## src/rtl/spi_flash_reader_if.sv

```systemverilog
// Bundle of the command handshake, read-back port and PROM pins of spi_flash_reader.
// The slave modport is the reader itself. The master modport is its environment,
// which is the user logic plus the PROM's SPIMISO pin.
`timescale 1ns/1ps
interface spi_flash_reader_if #(
  parameter int LEN_W = 3,
  parameter int SEL_W = 2
);
  logic             start;
  logic [7:0]       opcode;
  logic             addr_en;
  logic [23:0]      addr;
  logic [LEN_W-1:0] rd_len;
  logic [SEL_W-1:0] sel;
  logic [7:0]       rd_data;
  logic             busy;
  logic             done;
  logic             SPICLK;
  logic             SPIMOSI;
  logic             SPIMISO;
  logic             cs_prom_n;

  modport master (
    output start, opcode, addr_en, addr, rd_len, sel, SPIMISO,
    input  rd_data, busy, done, SPICLK, SPIMOSI, cs_prom_n
  );

  modport slave (
    input  start, opcode, addr_en, addr, rd_len, sel, SPIMISO,
    output rd_data, busy, done, SPICLK, SPIMOSI, cs_prom_n
  );
endinterface

```

## src/rtl/spi_flash_reader.sv

```systemverilog
// SPI mode-0 command engine for the M25P16 PROM.
// It sends an opcode and an optional 24-bit address, then clocks in up to
// MAX_BYTES response bytes into a buffer that the user logic reads by index.
//
// state | meaning
// IDLE  | chip deselected, waiting for start
// SETUP | CS low, opcode bit 7 on MOSI, one half-period before first rise
// SHIFT | opcode, address and read bytes, MSB first
// HOLD  | SPICLK low, CS still low for one half-period
// DESEL | CS high for two half-periods (tSHSL); done pulses on entry
`timescale 1ns/1ps
module spi_flash_reader #(
  parameter int CLK_DIV   = 1,
  parameter int MAX_BYTES = 4,
  parameter int LEN_W     = $clog2(MAX_BYTES + 1),
  parameter int SEL_W     = (MAX_BYTES > 1) ? $clog2(MAX_BYTES) : 1
) (
  input logic               clk,
  input logic               reset,
  spi_flash_reader_if.slave bus
);
  localparam int CNT_W  = $clog2(2 * CLK_DIV) + 1;
  localparam int BYTE_W = $clog2(MAX_BYTES + 5);
  localparam logic [CNT_W-1:0] HALF_LOAD  = CNT_W'(CLK_DIV - 1);
  localparam logic [CNT_W-1:0] DESEL_LOAD = CNT_W'(2 * CLK_DIV - 1);
  localparam logic [LEN_W-1:0] MAX_LEN    = LEN_W'(MAX_BYTES);

  typedef enum logic [2:0] {IDLE, SETUP, SHIFT, HOLD, DESEL} state_t;

  state_t            state;
  logic [CNT_W-1:0]  cnt;
  logic [2:0]        bit_idx;
  logic [BYTE_W-1:0] byte_idx;
  logic [BYTE_W-1:0] nbytes;
  logic [7:0]        op_q;
  logic              aen_q;
  logic [23:0]       addr_q;
  logic [LEN_W-1:0]  len_q;
  logic [7:0]        rx_sr;
  logic [7:0]        data_buf [MAX_BYTES];
  logic              sclk, mosi, cs_n, busy, done;

  logic [LEN_W-1:0]  len_clamp;
  logic [BYTE_W-1:0] hdr;
  logic [BYTE_W-1:0] wr_idx;
  logic              is_rd;
  logic [7:0]        rx_next;
  logic [7:0]        cur_tx;
  logic [7:0]        nxt_tx;
  logic [SEL_W-1:0]  sel_v;

  // Byte sent at position idx. Read-phase positions send zero.
  function automatic logic [7:0] tx_byte(input logic [BYTE_W-1:0] idx, input logic [7:0] op,
                                         input logic aen, input logic [23:0] a);
    logic [7:0] b;
    b = 8'h00;
    if (idx == '0)                         b = op;
    else if (aen && idx == BYTE_W'(1))     b = a[23:16];
    else if (aen && idx == BYTE_W'(2))     b = a[15:8];
    else if (aen && idx == BYTE_W'(3))     b = a[7:0];
    return b;
  endfunction

  assign len_clamp = (bus.rd_len > MAX_LEN) ? MAX_LEN : bus.rd_len;
  assign hdr       = aen_q ? BYTE_W'(4) : BYTE_W'(1);
  assign is_rd     = (byte_idx >= hdr);
  assign wr_idx    = byte_idx - hdr;
  assign rx_next   = {rx_sr[6:0], bus.SPIMISO};
  assign sel_v     = bus.sel;

  assign bus.SPICLK    = sclk;
  assign bus.SPIMOSI   = mosi;
  assign bus.cs_prom_n = cs_n;
  assign bus.busy      = busy;
  assign bus.done      = done;

  // Current and following transmit bytes, so MOSI is ready at each falling edge.
  always_comb begin
    cur_tx = tx_byte(byte_idx, op_q, aen_q, addr_q);
    nxt_tx = tx_byte(byte_idx + 1'b1, op_q, aen_q, addr_q);
  end

  // Read-back mux. Entries at or beyond the latched length read as 0xFF.
  always_comb begin
    bus.rd_data = 8'hFF;
    for (int i = 0; i < MAX_BYTES; i++)
      if (sel_v == SEL_W'(i) && LEN_W'(i) < len_q) bus.rd_data = data_buf[i];
  end

  // Transaction sequencer. All pin and status outputs are registered here.
  always_ff @(posedge clk or posedge reset) begin
    if (reset) begin
      state    <= IDLE;
      cnt      <= '0;
      bit_idx  <= '0;
      byte_idx <= '0;
      nbytes   <= '0;
      op_q     <= '0;
      aen_q    <= 1'b0;
      addr_q   <= '0;
      len_q    <= '0;
      rx_sr    <= '0;
      sclk     <= 1'b0;
      mosi     <= 1'b0;
      cs_n     <= 1'b1;
      busy     <= 1'b0;
      done     <= 1'b0;
      for (int i = 0; i < MAX_BYTES; i++) data_buf[i] <= 8'hFF;
    end else begin
      done <= 1'b0;
      case (state)
        IDLE: begin
          if (bus.start) begin
            op_q     <= bus.opcode;
            aen_q    <= bus.addr_en;
            addr_q   <= bus.addr;
            len_q    <= len_clamp;
            nbytes   <= BYTE_W'(1) + (bus.addr_en ? BYTE_W'(3) : BYTE_W'(0)) + BYTE_W'(len_clamp);
            byte_idx <= '0;
            bit_idx  <= 3'd7;
            cnt      <= HALF_LOAD;
            mosi     <= bus.opcode[7];
            cs_n     <= 1'b0;
            busy     <= 1'b1;
            for (int i = 0; i < MAX_BYTES; i++) data_buf[i] <= 8'hFF;
            state    <= SETUP;
          end
        end
        SETUP: begin
          if (cnt == '0) begin
            cnt   <= HALF_LOAD;
            state <= SHIFT;
          end else begin
            cnt <= cnt - 1'b1;
          end
        end
        SHIFT: begin
          if (cnt != '0) begin
            cnt <= cnt - 1'b1;
          end else begin
            cnt <= HALF_LOAD;
            if (!sclk) begin
              sclk  <= 1'b1;
              rx_sr <= rx_next;
              if (bit_idx == 3'd0)
                for (int i = 0; i < MAX_BYTES; i++)
                  if (is_rd && wr_idx == BYTE_W'(i)) data_buf[i] <= rx_next;
            end else begin
              sclk <= 1'b0;
              if (bit_idx != 3'd0) begin
                bit_idx <= bit_idx - 1'b1;
                mosi    <= cur_tx[bit_idx - 3'd1];
              end else if (byte_idx == nbytes - 1'b1) begin
                mosi  <= 1'b0;
                state <= HOLD;
              end else begin
                byte_idx <= byte_idx + 1'b1;
                bit_idx  <= 3'd7;
                mosi     <= nxt_tx[7];
              end
            end
          end
        end
        HOLD: begin
          if (cnt == '0) begin
            cs_n  <= 1'b1;
            done  <= 1'b1;
            cnt   <= DESEL_LOAD;
            state <= DESEL;
          end else begin
            cnt <= cnt - 1'b1;
          end
        end
        DESEL: begin
          if (cnt == '0) begin
            busy  <= 1'b0;
            state <= IDLE;
          end else begin
            cnt <= cnt - 1'b1;
          end
        end
        default: state <= IDLE;
      endcase
    end
  end
endmodule

```

## src/flat_wrapper.sv

```systemverilog
// flat-port wrapper written by rule: the top's interface ports become plain ports
module spi_flash_reader_flat 
#(
  parameter int CLK_DIV   = 1,
  parameter int MAX_BYTES = 4,
  parameter int LEN_W     = $clog2(MAX_BYTES + 1),
  parameter int SEL_W     = (MAX_BYTES > 1) ? $clog2(MAX_BYTES) : 1
)
  (clk, reset, bus_start, bus_opcode, bus_addr_en, bus_addr, bus_rd_len, bus_sel, bus_SPIMISO, bus_rd_data, bus_busy, bus_done, bus_SPICLK, bus_SPIMOSI, bus_cs_prom_n);
  spi_flash_reader_if #(.LEN_W(LEN_W), .SEL_W(SEL_W)) bus_i ();
  input logic clk;
  input logic reset;
  input wire logic [$bits(bus_i.start)-1:0] bus_start;
  input wire logic [$bits(bus_i.opcode)-1:0] bus_opcode;
  input wire logic [$bits(bus_i.addr_en)-1:0] bus_addr_en;
  input wire logic [$bits(bus_i.addr)-1:0] bus_addr;
  input wire logic [$bits(bus_i.rd_len)-1:0] bus_rd_len;
  input wire logic [$bits(bus_i.sel)-1:0] bus_sel;
  input wire logic [$bits(bus_i.SPIMISO)-1:0] bus_SPIMISO;
  output wire logic [$bits(bus_i.rd_data)-1:0] bus_rd_data;
  output wire logic [$bits(bus_i.busy)-1:0] bus_busy;
  output wire logic [$bits(bus_i.done)-1:0] bus_done;
  output wire logic [$bits(bus_i.SPICLK)-1:0] bus_SPICLK;
  output wire logic [$bits(bus_i.SPIMOSI)-1:0] bus_SPIMOSI;
  output wire logic [$bits(bus_i.cs_prom_n)-1:0] bus_cs_prom_n;
  assign bus_i.start = bus_start;
  assign bus_i.opcode = bus_opcode;
  assign bus_i.addr_en = bus_addr_en;
  assign bus_i.addr = bus_addr;
  assign bus_i.rd_len = bus_rd_len;
  assign bus_i.sel = bus_sel;
  assign bus_i.SPIMISO = bus_SPIMISO;
  assign bus_rd_data = bus_i.rd_data;
  assign bus_busy = bus_i.busy;
  assign bus_done = bus_i.done;
  assign bus_SPICLK = bus_i.SPICLK;
  assign bus_SPIMOSI = bus_i.SPIMOSI;
  assign bus_cs_prom_n = bus_i.cs_prom_n;
  spi_flash_reader #(.CLK_DIV(CLK_DIV), .MAX_BYTES(MAX_BYTES), .LEN_W(LEN_W), .SEL_W(SEL_W)) u_core (.clk(clk), .reset(reset), .bus(bus_i));
endmodule
```

## config.mk

```make
export PLATFORM = sky130hd
export DESIGN_NAME = spi_flash_reader_flat
export DESIGN_NICKNAME = d
export VERILOG_FILES = /design/src/rtl/spi_flash_reader_if.sv /design/src/rtl/spi_flash_reader.sv /design/src/flat_wrapper.sv
export SDC_FILE = /design/constraint.sdc
export NUM_CORES = 1
export LEC_CHECK = 0
export ABC_CLOCK_PERIOD_IN_PS = 3130
export BUFFER_PORTS_ARGS = -buffer_cell sky130_fd_sc_hd__buf_2
export CAP_MARGIN = 10
export CORE_ASPECT_RATIO = 1.5
export CORE_MARGIN = 3
export CORE_UTILIZATION = 58
export CTS_BUF_LIST = sky130_fd_sc_hd__clkbuf_4 sky130_fd_sc_hd__clkbuf_8
export DETAILED_ROUTE_END_ITERATION = 8
export PLACE_DENSITY = 0.79
export SLEW_MARGIN = 40
export SYNTH_ARGS = -nofsm -noshare
export SYNTH_HDL_FRONTEND = slang
export SYNTH_SLANG_ARGS = --single-unit
```

## constraint.sdc

```tcl
create_clock -name clk -period 3.13 [get_ports clk]
set_clock_uncertainty 0.2 [all_clocks]
set_input_delay 0.1565 -clock clk [delete_from_list [all_inputs] [get_ports clk]]
set_output_delay 0.1565 -clock clk [all_outputs]
set_load 0.01 [all_outputs]
```

## Word-level counts from Yosys, hierarchy flattened

Cells that the tools add are included.

| word-level totals | value |
|---|---|
| bits in registers | 96 |
| logic and storage cells | 178 |

| operators by class | value |
|---|---|
| add/subtract/negate cells | 7 |
| bitwise operators | 2 |
| order comparisons | 7 |
| muxes and demuxes | 68 |
| equality and inequality tests | 34 |
| reductions and logical operators | 41 |

Operator list:

| cell | count |
|---|---|
| 32-bit two-way mux | 4 |
| 8-bit two-way mux | 16 |
| 32-bit case mux with 2 select lines | 1 |
| 3-bit two-way mux | 15 |
| 6-bit AND reduction | 5 |
| 4-bit by 2-bit == test with 1-bit output, second input constant | 6 |
| 4-bit two-way mux | 5 |
| 2-bit by 1-bit != test with 1-bit output, second input constant | 10 |
| 3-bit case mux with 5 select lines | 1 |
| 1-bit logical AND | 14 |
| 1-bit two-way mux | 13 |
| 4-bit by 1-bit == test with 1-bit output, second input constant | 3 |
| 4-bit logical NOT | 3 |
| 2-bit two-way mux | 6 |
| 2-bit != test, second input constant | 6 |
| 3-bit AND reduction | 4 |
| 2-bit case mux with 5 select lines | 1 |
| 4-bit case mux with 2 select lines | 1 |
| 8-bit AND reduction | 1 |
| 2-bit nonzero test | 4 |
| 3-bit by 2-bit == test with 1-bit output, second input constant | 2 |
| 3-bit logical NOT | 2 |
| 1-bit by 3-bit < comparator with 1-bit output, first input constant | 2 |
| 2-bit by 3-bit < comparator with 1-bit output, first input constant | 2 |
| other kinds (26) | 32 |

## Longest topological paths before layout

Gate-level depths: netlist of the first run.

| logic depth | value |
|---|---|
| depth in word-level cells | 12 |
| mapped depth | 8 |

## Worst setup path before layout of the first run

No wires, ideal clock.

| timing | value |
|---|---|
| kind | flip-flop to flip-flop |
| from | reg u_core.byte_idx[0] |
| to | reg u_core.data_buf[10] (netlist name) |
| data required time | 2.842 ns |
| setup time | 0.088 ns |
| stages on the path, launching flop included | 9 |
| slack | 0.737 ns |
| arrival | 2.105 ns |
| buffers on the path | 0 |
| cell sequence | dfrtp_1 > inv_1 > ha_1 > ha_1 > nand4bb_1 > a21oi_1 > o221ai_2 > nor3_4 > a2bb2oi_1 |

| on the way | value |
|---|---|
| word-level cells in the longest chain between the ends | 5 |

Ends and longest elaborated chain:

| element | line | text |
|---|---|---|
| start, declared | spi_flash_reader.sv:33 | `logic [BYTE_W-1:0] byte_idx;` |
| start signal, assigned | spi_flash_reader.sv:157 | `byte_idx <= byte_idx + 1'b1;` |
| 4-bit subtractor | spi_flash_reader.sv:67 | `assign wr_idx = byte_idx - hdr;` |
| 4-bit by 2-bit == test with 1-bit output | spi_flash_reader.sv:147 | `if (is_rd && wr_idx == BYTE_W'(i)) data_buf[i] <= rx_next;` |
| 1-bit logical AND (*) | spi_flash_reader.sv:147 |  |
| 2-bit by 1-bit != test with 1-bit output (no source line) (*) | n/a |  |
| 6-bit AND reduction (no source line) (*) | n/a |  |
| end signal, assigned by index | spi_flash_reader.sv:147 |  |
| end, declared | spi_flash_reader.sv:40 | `logic [7:0] data_buf [MAX_BYTES];` |

Every way passes the cells marked *; elsewhere a longest branch is shown, timed or not.
A chain may end at the register's enable or synchronous reset.

## Worst setup path after layout of the first run

| timing | value |
|---|---|
| from | reg u_core.byte_idx[0] |
| to | reg u_core.data_buf[15] (netlist name) |

Same word-level chain as after synthesis.

==> results of run 1 <==
worst min-delay path, cell delays in order:
cell	delay, ns
buf_2	0.07
nor2b_1	0.22
mux2_1	0.16
per-layer routing:
metal / track usage, % / vias to the layer above / share of wire, %
met5: 0 / - / 0
met4: 14.52 / 0 / 5.0
met3: 5.201 / 46 / 4.3
met2: 46.08 / 143 / 54
met1: 30.42 / 2099 / 37
li1: - / 2041 / -
power breakdown:
group / total [mW] / internal, mW / switching [mW] / leakage [nW]
sequential: 2.00 / 1.66 / 0.337 / 1.13
combinational: 2.20 / 0.913 / 1.28 / 1.43
clock: 0.908 / 0.500 / 0.408 / 0.118
total: 5.10 / 3.07 / 2.03 / 2.67
sequential cells by signal (all words and copies together) (netlist names), 2 cells and up:
name / count
u_core.data_buf: 32
u_core.addr_q: 24
u_core.op_q: 8
u_core.rx_sr: 7
u_core.byte_idx: 4
u_core.nbytes: 4
u_core.bit_idx: 3
u_core.len_q: 3
u_core.state: 3
u_core.cnt: 2
synth_stat cells, drive strengths merged (10+ instances only):
master,n
a21oi,29
inv,20
dfstp,33
nor2,28
dfrtp,63
clkbuf,26
nand2,117
o22ai,19
nor3,10
ha,15
o21ai,19
mux2,10
a2bb2oi,32
logic make-up after synthesis:
kind of cell,synth area share [%]
AND/OR/NAND/NOR,19.08
AO/OA/AOI/OAI,20.25
flip-flops,47.65
buffers and inverters,4.001
adder cells (fa/ha/maj),4.050
multiplexers,2.976
XOR/XNOR,2.001
layout make-up:
class | count | area, µm²
repair buffers | 98 | 718.2
flip-flops and latches | 96 | 2444
multi-input cells | 383 | 2480
clock buffers | 13 | 160.2
well taps | 107 | 133.9
inverters | 20 | 76.32
fillers | 638 | 2437
clock inverters | 3 | 66.31
layout by cell type (no fill, tap or decap), types with 3 or more instances in the layout:
cell	instances
o22ai_1	19
o21a_1	4
a31oi_1	4
a21oi_2	4
a221oi_1	3
a221o_1	3
nand2_1	117
mux2_2	7
nand3_1	4
buf_2	54
xnor2_1	6
nor2_1	27
a2111oi_0	3
nor2b_1	7
mux2_1	3
mux2i_1	4
and3_1	3
nand2b_1	9
clkbuf_4	3
clkbuf_8	10
o21ai_0	12
a2bb2oi_1	32
buf_4	5
dfrtp_1	63
a21oi_1	25
dfstp_2	33
dlygate4sd3_1	37
o2111ai_1	6
xor2_1	3
ha_1	15
nor3_1	4
inv_1	19
nor3_4	4
o21ai_1	7
nand3b_1	6
repair_timing:
action | 4_1_cts | 5_1_grt
hold buffers | 37 | 0
buffers inserted | 0 | 0
endpoints found under the hold margin | 76 | 0
setup endpoints to repair | 0 | 0
worst max path at each step:
stage,slack (ns),endpoint
2_1_floorplan,0.32,u_core.addr_q[0]
3_3_place_gp,0.55,u_core.bus.SPIMOSI
3_5_place_dp,0.38,u_core.data_buf[22]
4_1_cts,0.36,u_core.data_buf[21]
5_1_grt,0.11,u_core.data_buf[21]
6_report,0.32,u_core.data_buf[15]
through the flow:
stage | setup WS (ns) | util [%] | hold slack (ns) | instances | area [µm²]
after floorplan | 0.3227 | - | 0.06194 | 529 | 5129
after global placement | 0.5525 | 64.37 | 0.03291 | 667 | 5482
after detailed placement | 0.3762 | 64.37 | 0.03339 | 667 | 5482
after CTS | 0.3637 | 71.38 | 0.05963 | 720 | 6078
after global routing | 0.1125 | 71.38 | 0.1269 | 720 | 6078
final | 0.3204 | 71.38 | 0.07632 | 720 | 6078
==> impl_metrics.sql, run 1 <==
INSERT INTO impl_metrics (metric_group, metric, value, unit) VALUES
('outcome', 'status', 'finished clean', ''),
('grt', 'grt_util_all_layers', '26.80', '%'),
('pwr', 'max-vdd-ir-drop', '0.0004250', 'V'),
('floorplanning', 'die_area', '10030', 'µm²'),
('synth', 'synthesis.yosys.warnings', '0', ''),
('floorplanning', 'floorplan_row_count', '41', ''),
('synth', 'syn_inst', '529', ''),
('setup_path', 'r2r_worst_path_depth', '8', ''),
('placement', 'numPortBuffers', '54', ''),
('hold_path', 'hold_path_class', 'in2reg', ''),
('setup_path', 'setup.reg_to_reg.worst_slack', '0.32', 'ns'),
('route', 'post-route-drc-count', '0', ''),
('synth', 'asyncSetResetFlopFracSynth', '100.0', '%'),
('route', 'routed_wl', '12.39', 'mm'),
('setup_path', 'worstPathArrival', '2.89', 'ns'),
('floorplanning', 'chipWidth', '82.78', 'µm'),
('setup_path', 'worstPathMaxFanout', '8', ''),
('floorplanning', 'initial_core_util', '60.23', '%'),
('hold_path', 'holdPathStages', '3', ''),
('timing', 'actual_transition_at_the_worst_max_transition_pin', '0.6529', 'ns'),
('setup_path', 'crit_type', 'reg2reg', ''),
('timing', 'finalHoldViolCount', '0', ''),
('route', 'drt-vias-per-instance', '6.013', ''),
('setup_path', 'worstSetupPathDepth', '8', ''),
('route', 'antenna_left', '0', ''),
('route', 'route.detailed.wl_per_inst', '17.20', 'µm'),
('clock_network', 'clkSinkCount', '96', ''),
('clock_network', 'cts_tree', 'done', ''),
('timing', 'period_needed', '2.810', 'ns'),
('route', 'detail_route.iter0.violations', '158', ''),
('grt', 'grt_max_degree', '64', ''),
('clock_network', 'clock_insertion_delay_worst_skew', '0.36', 'ns'),
('setup_path', 'worstPathCellList', 'inv_1 -> ha_1 -> ha_1 -> nand4bb_1 -> a21oi_1 -> o221ai_2 -> nor3_4 -> a2bb2oi_1', ''),
('pwr', 'power_leakage', '2.673', 'nW'),
('setup_path', 'cp_endpoint_kind', 'flip-flop', ''),
('placement', 'place.detailed.hpwl', '8.617', 'mm'),
('synth', 'syn-mean-instance-area', '9.695', 'µm²'),
('floorplanning', 'die_h', '121.2', 'µm'),
('setup_path', 'worst_r2r_endpoint', 'u_core.data_buf[15]', ''),
('route', 'route.vias.total', '4329', ''),
('synth', 'synthFlopType', 'dfrtp_1', ''),
('setup_path', 'worst-endpoint-required', '3.21', 'ns'),
('hold_path', 'hold_path.startpoint', 'bus_rd_len[1]', ''),
('timing', 'max_clock_freq', '355.9', 'MHz'),
('setup_path', 'critical_path_buf_inv_count', '1', ''),
('route', 'firstDrtPassIters', '5', ''),
('cells_and_area', 'layout.nets', '666', ''),
('timing', 'min_period_over_period', '89.76', '%'),
('clock_network', 'cts_buffer_depth', '2', ''),
('hold_path', 'timing.hold.worst_endpoint', 'u_core.len_q[1]', ''),
('clock_network', 'htreeDepth', '3', ''),
('cells_and_area', 'antenna_cells_inserted', '0', ''),
('timing', 'unrepaired_setup_endpoints_after_global_routing', 'false', ''),
('setup_path', 'critical_path_start', 'u_core.byte_idx[0]', ''),
('job', 'drv.max_cap_violation_count', '0', ''),
('setup_path', 'worst_r2r_startpoint', 'u_core.byte_idx[0]', ''),
('grt', 'number_of_global_route_vias_before_repair', '4343', ''),
('synth', 'seq_area_frac_synth', '47.65', '%'),
('timing', 'timing.slew.headroom', '55.34', '%'),
('cells_and_area', 'drive_above_1_share', '22.19', '%'),
('timing', 'setup_tns', '0', 'ns'),
('pwr', 'sum_of_internal_switching_and_leakage_power', '5.103', 'mW'),
('synth', 'yosysTopAreaCellShare', '30.74', '%'),
('timing', 'setup_violations', '0', ''),
('clock_network', 'post_cts_resized', '0', ''),
('grt', 'initial_antenna_violation_count', '0', ''),
('floorplanning', 'core-area', '8516', 'µm²'),
('synth', 'ys_top_cells_by_area', 'dfrtp_1 (31%), dfstp_2 (17%), nand2_1 (8.6%)', ''),
('setup_path', 'cp_slowest_stage_delay', '0.48', 'ns'),
('cells_and_area', 'areaGrowthSynthToFinish', '18.52', '%'),
('timing', 'final_number_of_max_transition_violations', '0', '');
No activity file was read; power rests on OpenSTA's default activity.
==> run 2, diff against run 1 <==
ABC_CLOCK_PERIOD_IN_PS = 3050   (was 3130)
CAP_MARGIN = 20   (was 10)
clock period = 3.05 ns   (was 3.13 ns; I/O delays follow)
==> run 2 against run 1 <==
  * Non-clock buffer count rose by 2
  * Sequential power rose by 3%
  * Maximum frequency rose by 2.1%
  * Register-to-register slack got worse by 0.02 ns
  * Sequential share of layout area barely moved
  * Flip-flop and latch count did not move
  * Clock-buffer cell count fell by 3
  * Hold slack got worse by 0.032 ns
  * Die area did not move
  * Power rose by 2.5%
  * Clock power rose by 0.4%
  * Critical endpoint is now u_core.data_buf[18]
  * Highest routed layer unchanged
==> impl_metrics.sql, run 2 (synthesis results as in run 1) <==
INSERT INTO impl_metrics (metric_group, metric, value, unit) VALUES
('timing', 'timing.final.ws_setup', '0.2974', 'ns'),
('timing', 'max_clock_freq', '363.3', 'MHz'),
('timing', 'actual_transition_at_the_worst_max_transition_pin', '0.6348', 'ns'),
('pwr', 'power-per-cell-area', '860.9', 'nW/µm²'),
('cells_and_area', 'layout.cells.most_common_list', 'nand2_1 (117), dfrtp_1 (63), buf_2 (54), dlygate4sd3_1 (38), dfstp_2 (33)', ''),
('setup_path', 'path_common_cell', 'ha_1', ''),
('grt', 'use_met3', '3.938', '%'),
('setup_path', 'worstPathCellList', 'inv_1 -> ha_1 -> ha_1 -> nand4bb_1 -> a21oi_1 -> o2111ai_1 -> a21oi_2 -> a2bb2oi_1', ''),
('grt', 'grt_remaining_overflow', '0', ''),
('floorplanning', 'ios', '55', ''),
('placement', 'dp_slack', '0.3120', 'ns'),
('clock_network', 'post_cts_resized', '0', ''),
('clock_network', 'clock_insertion_delay_worst_skew', '0.36', 'ns'),
('timing', 'timing.slew.headroom', '57.68', '%'),
('setup_path', 'cp_slowest_stage_delay', '0.46', 'ns'),
('route', 'antenna_left', '0', ''),
('floorplanning', 'initial_core_util', '60.23', '%'),
('pwr', 'power_frac_seq', '39.3', '%'),
('route', 'route.detailed.wl_per_inst', '17.20', 'µm'),
('timing', 'final_number_of_max_transition_violations', '0', ''),
('grt', 'gr-usage-met1', '29.67', '%'),
('setup_path', 'cp_endpoint_kind', 'flip-flop', ''),
('cells_and_area', 'largest_register_by_flop_count', 'u_core.data_buf', ''),
('pwr', 'sum_of_internal_switching_and_leakage_power', '5.232', 'mW'),
('timing', 'unrepaired_setup_endpoints_after_global_routing', 'false', ''),
('cells_and_area', 'areaGrowthSynthToFinish', '18.49', '%'),
('route', 'drt-vias-per-instance', '6.011', ''),
('floorplanning', 'core-area', '8516', 'µm²'),
('route', 'firstDrtPassIters', '5', ''),
('cells_and_area', 'leading_cell_type_in_the_layout_fill_and_taps_excluded', 'nand2_1', ''),
('grt', 'number_of_global_route_vias_before_repair', '4374', ''),
('pwr', 'power_leakage', '2.673', 'nW'),
('placement', 'final_weighted_congestion_in_routability_driven_placement', '0.9379', ''),
('clock_network', 'hold_buffers_post_cts', '38', ''),
('setup_path', 'worstPathArrival', '2.84', 'ns'),
('pwr', 'p_sw', '2.117', 'mW'),
('clock_network', 'clkSinkCount', '96', ''),
('clock_network', 'cts_buffer_depth', '2', ''),
('clock_network', 'clock_tree.root_cell', 'clkbuf_8', ''),
('route', 'post-route-drc-count', '0', ''),
('pwr', 'max-vdd-ir-drop', '0.0005367', 'V'),
('clock_network', 'tritoncts.num_buffers', '9', ''),
('setup_path', 'worstPathMaxFanout', '8', ''),
('clock_network', 'htreeDepth', '3', ''),
('floorplanning', 'chipWidth', '82.78', 'µm'),
('pwr', 'clkPwrFrac', '17.4', '%'),
('timing', 'setup_violations', '0', ''),
('hold_path', 'hold_path_class', 'in2reg', ''),
('cells_and_area', 'largestRegisters', 'u_core.data_buf x32, u_core.addr_q x24, u_core.op_q x8', ''),
('cells_and_area', 'drive_above_1_share', '22.28', '%'),
('outcome', 'status', 'finished clean', ''),
('pwr', 'p_comb_share', '43.3', '%'),
('route', 'route.vias.total', '4340', ''),
('clock_network', 'worst_setup_hold_path_clk_slew', '0.09', 'ns'),
('job', 'drv.max_cap_violation_count', '0', ''),
('route', 'routed_wl', '12.42', 'mm'),
('setup_path', 'r2r_worst_path_depth', '8', ''),
('placement', 'numPortBuffers', '54', ''),
('grt', 'grt_max_degree', '53', ''),
('pwr', 'power_switching_share', '40.46', '%'),
('hold_path', 'holdPathStages', '3', ''),
('cells_and_area', 'layout.nets', '668', ''),
('grt', 'initial_antenna_violation_count', '0', ''),
('grt', 'grt_first_pass_wirelength', '20.22', 'mm'),
('floorplanning', 'die_h', '121.2', 'µm'),
('pwr', 'p_int', '3.115', 'mW'),
('setup_path', 'kind_of_start_point_of_the_critical_path', 'flip-flop', ''),
('clock_network', 'cts_tree', 'done', ''),
('timing', 'finalHoldViolCount', '0', ''),
('setup_path', 'worst-endpoint-required', '3.14', 'ns'),
('floorplanning', 'die_area', '10030', 'µm²'),
('grt', 'met2_usage', '45.68', '%'),
('timing', 'period_needed', '2.753', 'ns'),
('cells_and_area', 'largest_reg_flops', '32', ''),
('grt', 'grt_util_all_layers', '26.70', '%'),
('placement', 'place.detailed.hpwl', '8.646', 'mm'),
('setup_path', 'crit_type', 'reg2reg', ''),
('timing', 'min_period_over_period', '90.25', '%'),
('setup_path', 'crit_path_top_delay_cell', 'dfrtp_1', ''),
('grt', 'grt-busiest-layer', 'met2', ''),
('floorplanning', 'floorplan_row_count', '41', ''),
('clock_network', 'post_cts_buffers', '0', ''),
('timing', 'setup_tns', '0', 'ns'),
('route', 'detail_route.iter0.violations', '174', ''),
('cells_and_area', 'antenna_cells_inserted', '0', '');
-- run 2: changes by cell type in the layout (fill, tap and decap cells not counted), sizes merged --
| cell | delta |
|---|---|
| inv | +1 |
| buf | +1 |
| clkinv | +2 |
| clkbuf | -3 |
| dlygate4sd3 | +1 |
-- run 2: worst paths after layout --
kind	to	from	slack (ns)
setup / recovery	u_core.data_buf[18]	u_core.byte_idx[0]	0.30
hold / removal	u_core.len_q[1]	bus_rd_len[1]	0.04
setup reg to reg	u_core.data_buf[18]	u_core.byte_idx[0]	0.30
hold reg to reg	u_core.op_q[0]	u_core.op_q[0]	0.28
max in group asynchronous	u_core.bus.cs_prom_n	reset	1.68
min in group asynchronous	u_core.len_q[2]	reset	0.21
-- run 2: layout make-up --
cell class                      instances  area (µm²)
Multi-Input combinational cell        383        2480
Sequential cell                        96        2444
Fill cell                             662        2439
Timing Repair Buffer                  100       723.2
Clock buffer                           10       137.6
Tap cell                              107       133.9
Clock inverter                          6       81.33
Inverter                               20       77.57
-- run 2: worst max-delay path: cells and delay by family, from the launching register on --
family / cells / cell delay [ns]
flip-flops: 1 / 0.46
adder cells (fa/ha/maj): 2 / 0.48
buffers and inverters: 1 / 0.13
AND/OR/NAND/NOR: 1 / 0.20
AO/OA/AOI/OAI: 4 / 1.21
-- run 2: layer usage --
metal	vias up	share of wire, %
met3	56	4.1
met1	2079	38
met4	0	6.6
met2	163	51
li1	2042	-
met5	-	0
-- run 2: power by group through the flow --
| stage | logic [mW] | clock network (mW) | registers (mW) |
|---|---|---|---|
| 6_report | 2.26 | 0.912 | 2.06 |
| 5_1_grt | 2.51 | 0.976 | 2.10 |
| 3_3_place_gp | 2.13 | 0 | 2.05 |
| 4_1_cts | 2.24 | 0.924 | 2.05 |
| 3_5_place_dp | 2.20 | 0 | 2.07 |
| 2_1_floorplan | 1.79 | 0 | 1.92 |
-- run 2: stage by stage --
| step | instance area, µm² | cells | util [%] | hold slack [ns] |
|---|---|---|---|---|
| 2_1_floorplan | 5129 | 529 | - | 0.05794 |
| 3_3_place_gp | 5477 | 668 | 64.31 | 0.1322 |
| 3_5_place_dp | 5477 | 668 | 64.31 | 0.1448 |
| 4_1_cts | 6076 | 722 | 71.35 | 0.02764 |
| 5_1_grt | 6077 | 722 | 71.36 | 0.07351 |
| 6_report | 6077 | 722 | 71.36 | 0.04389 |
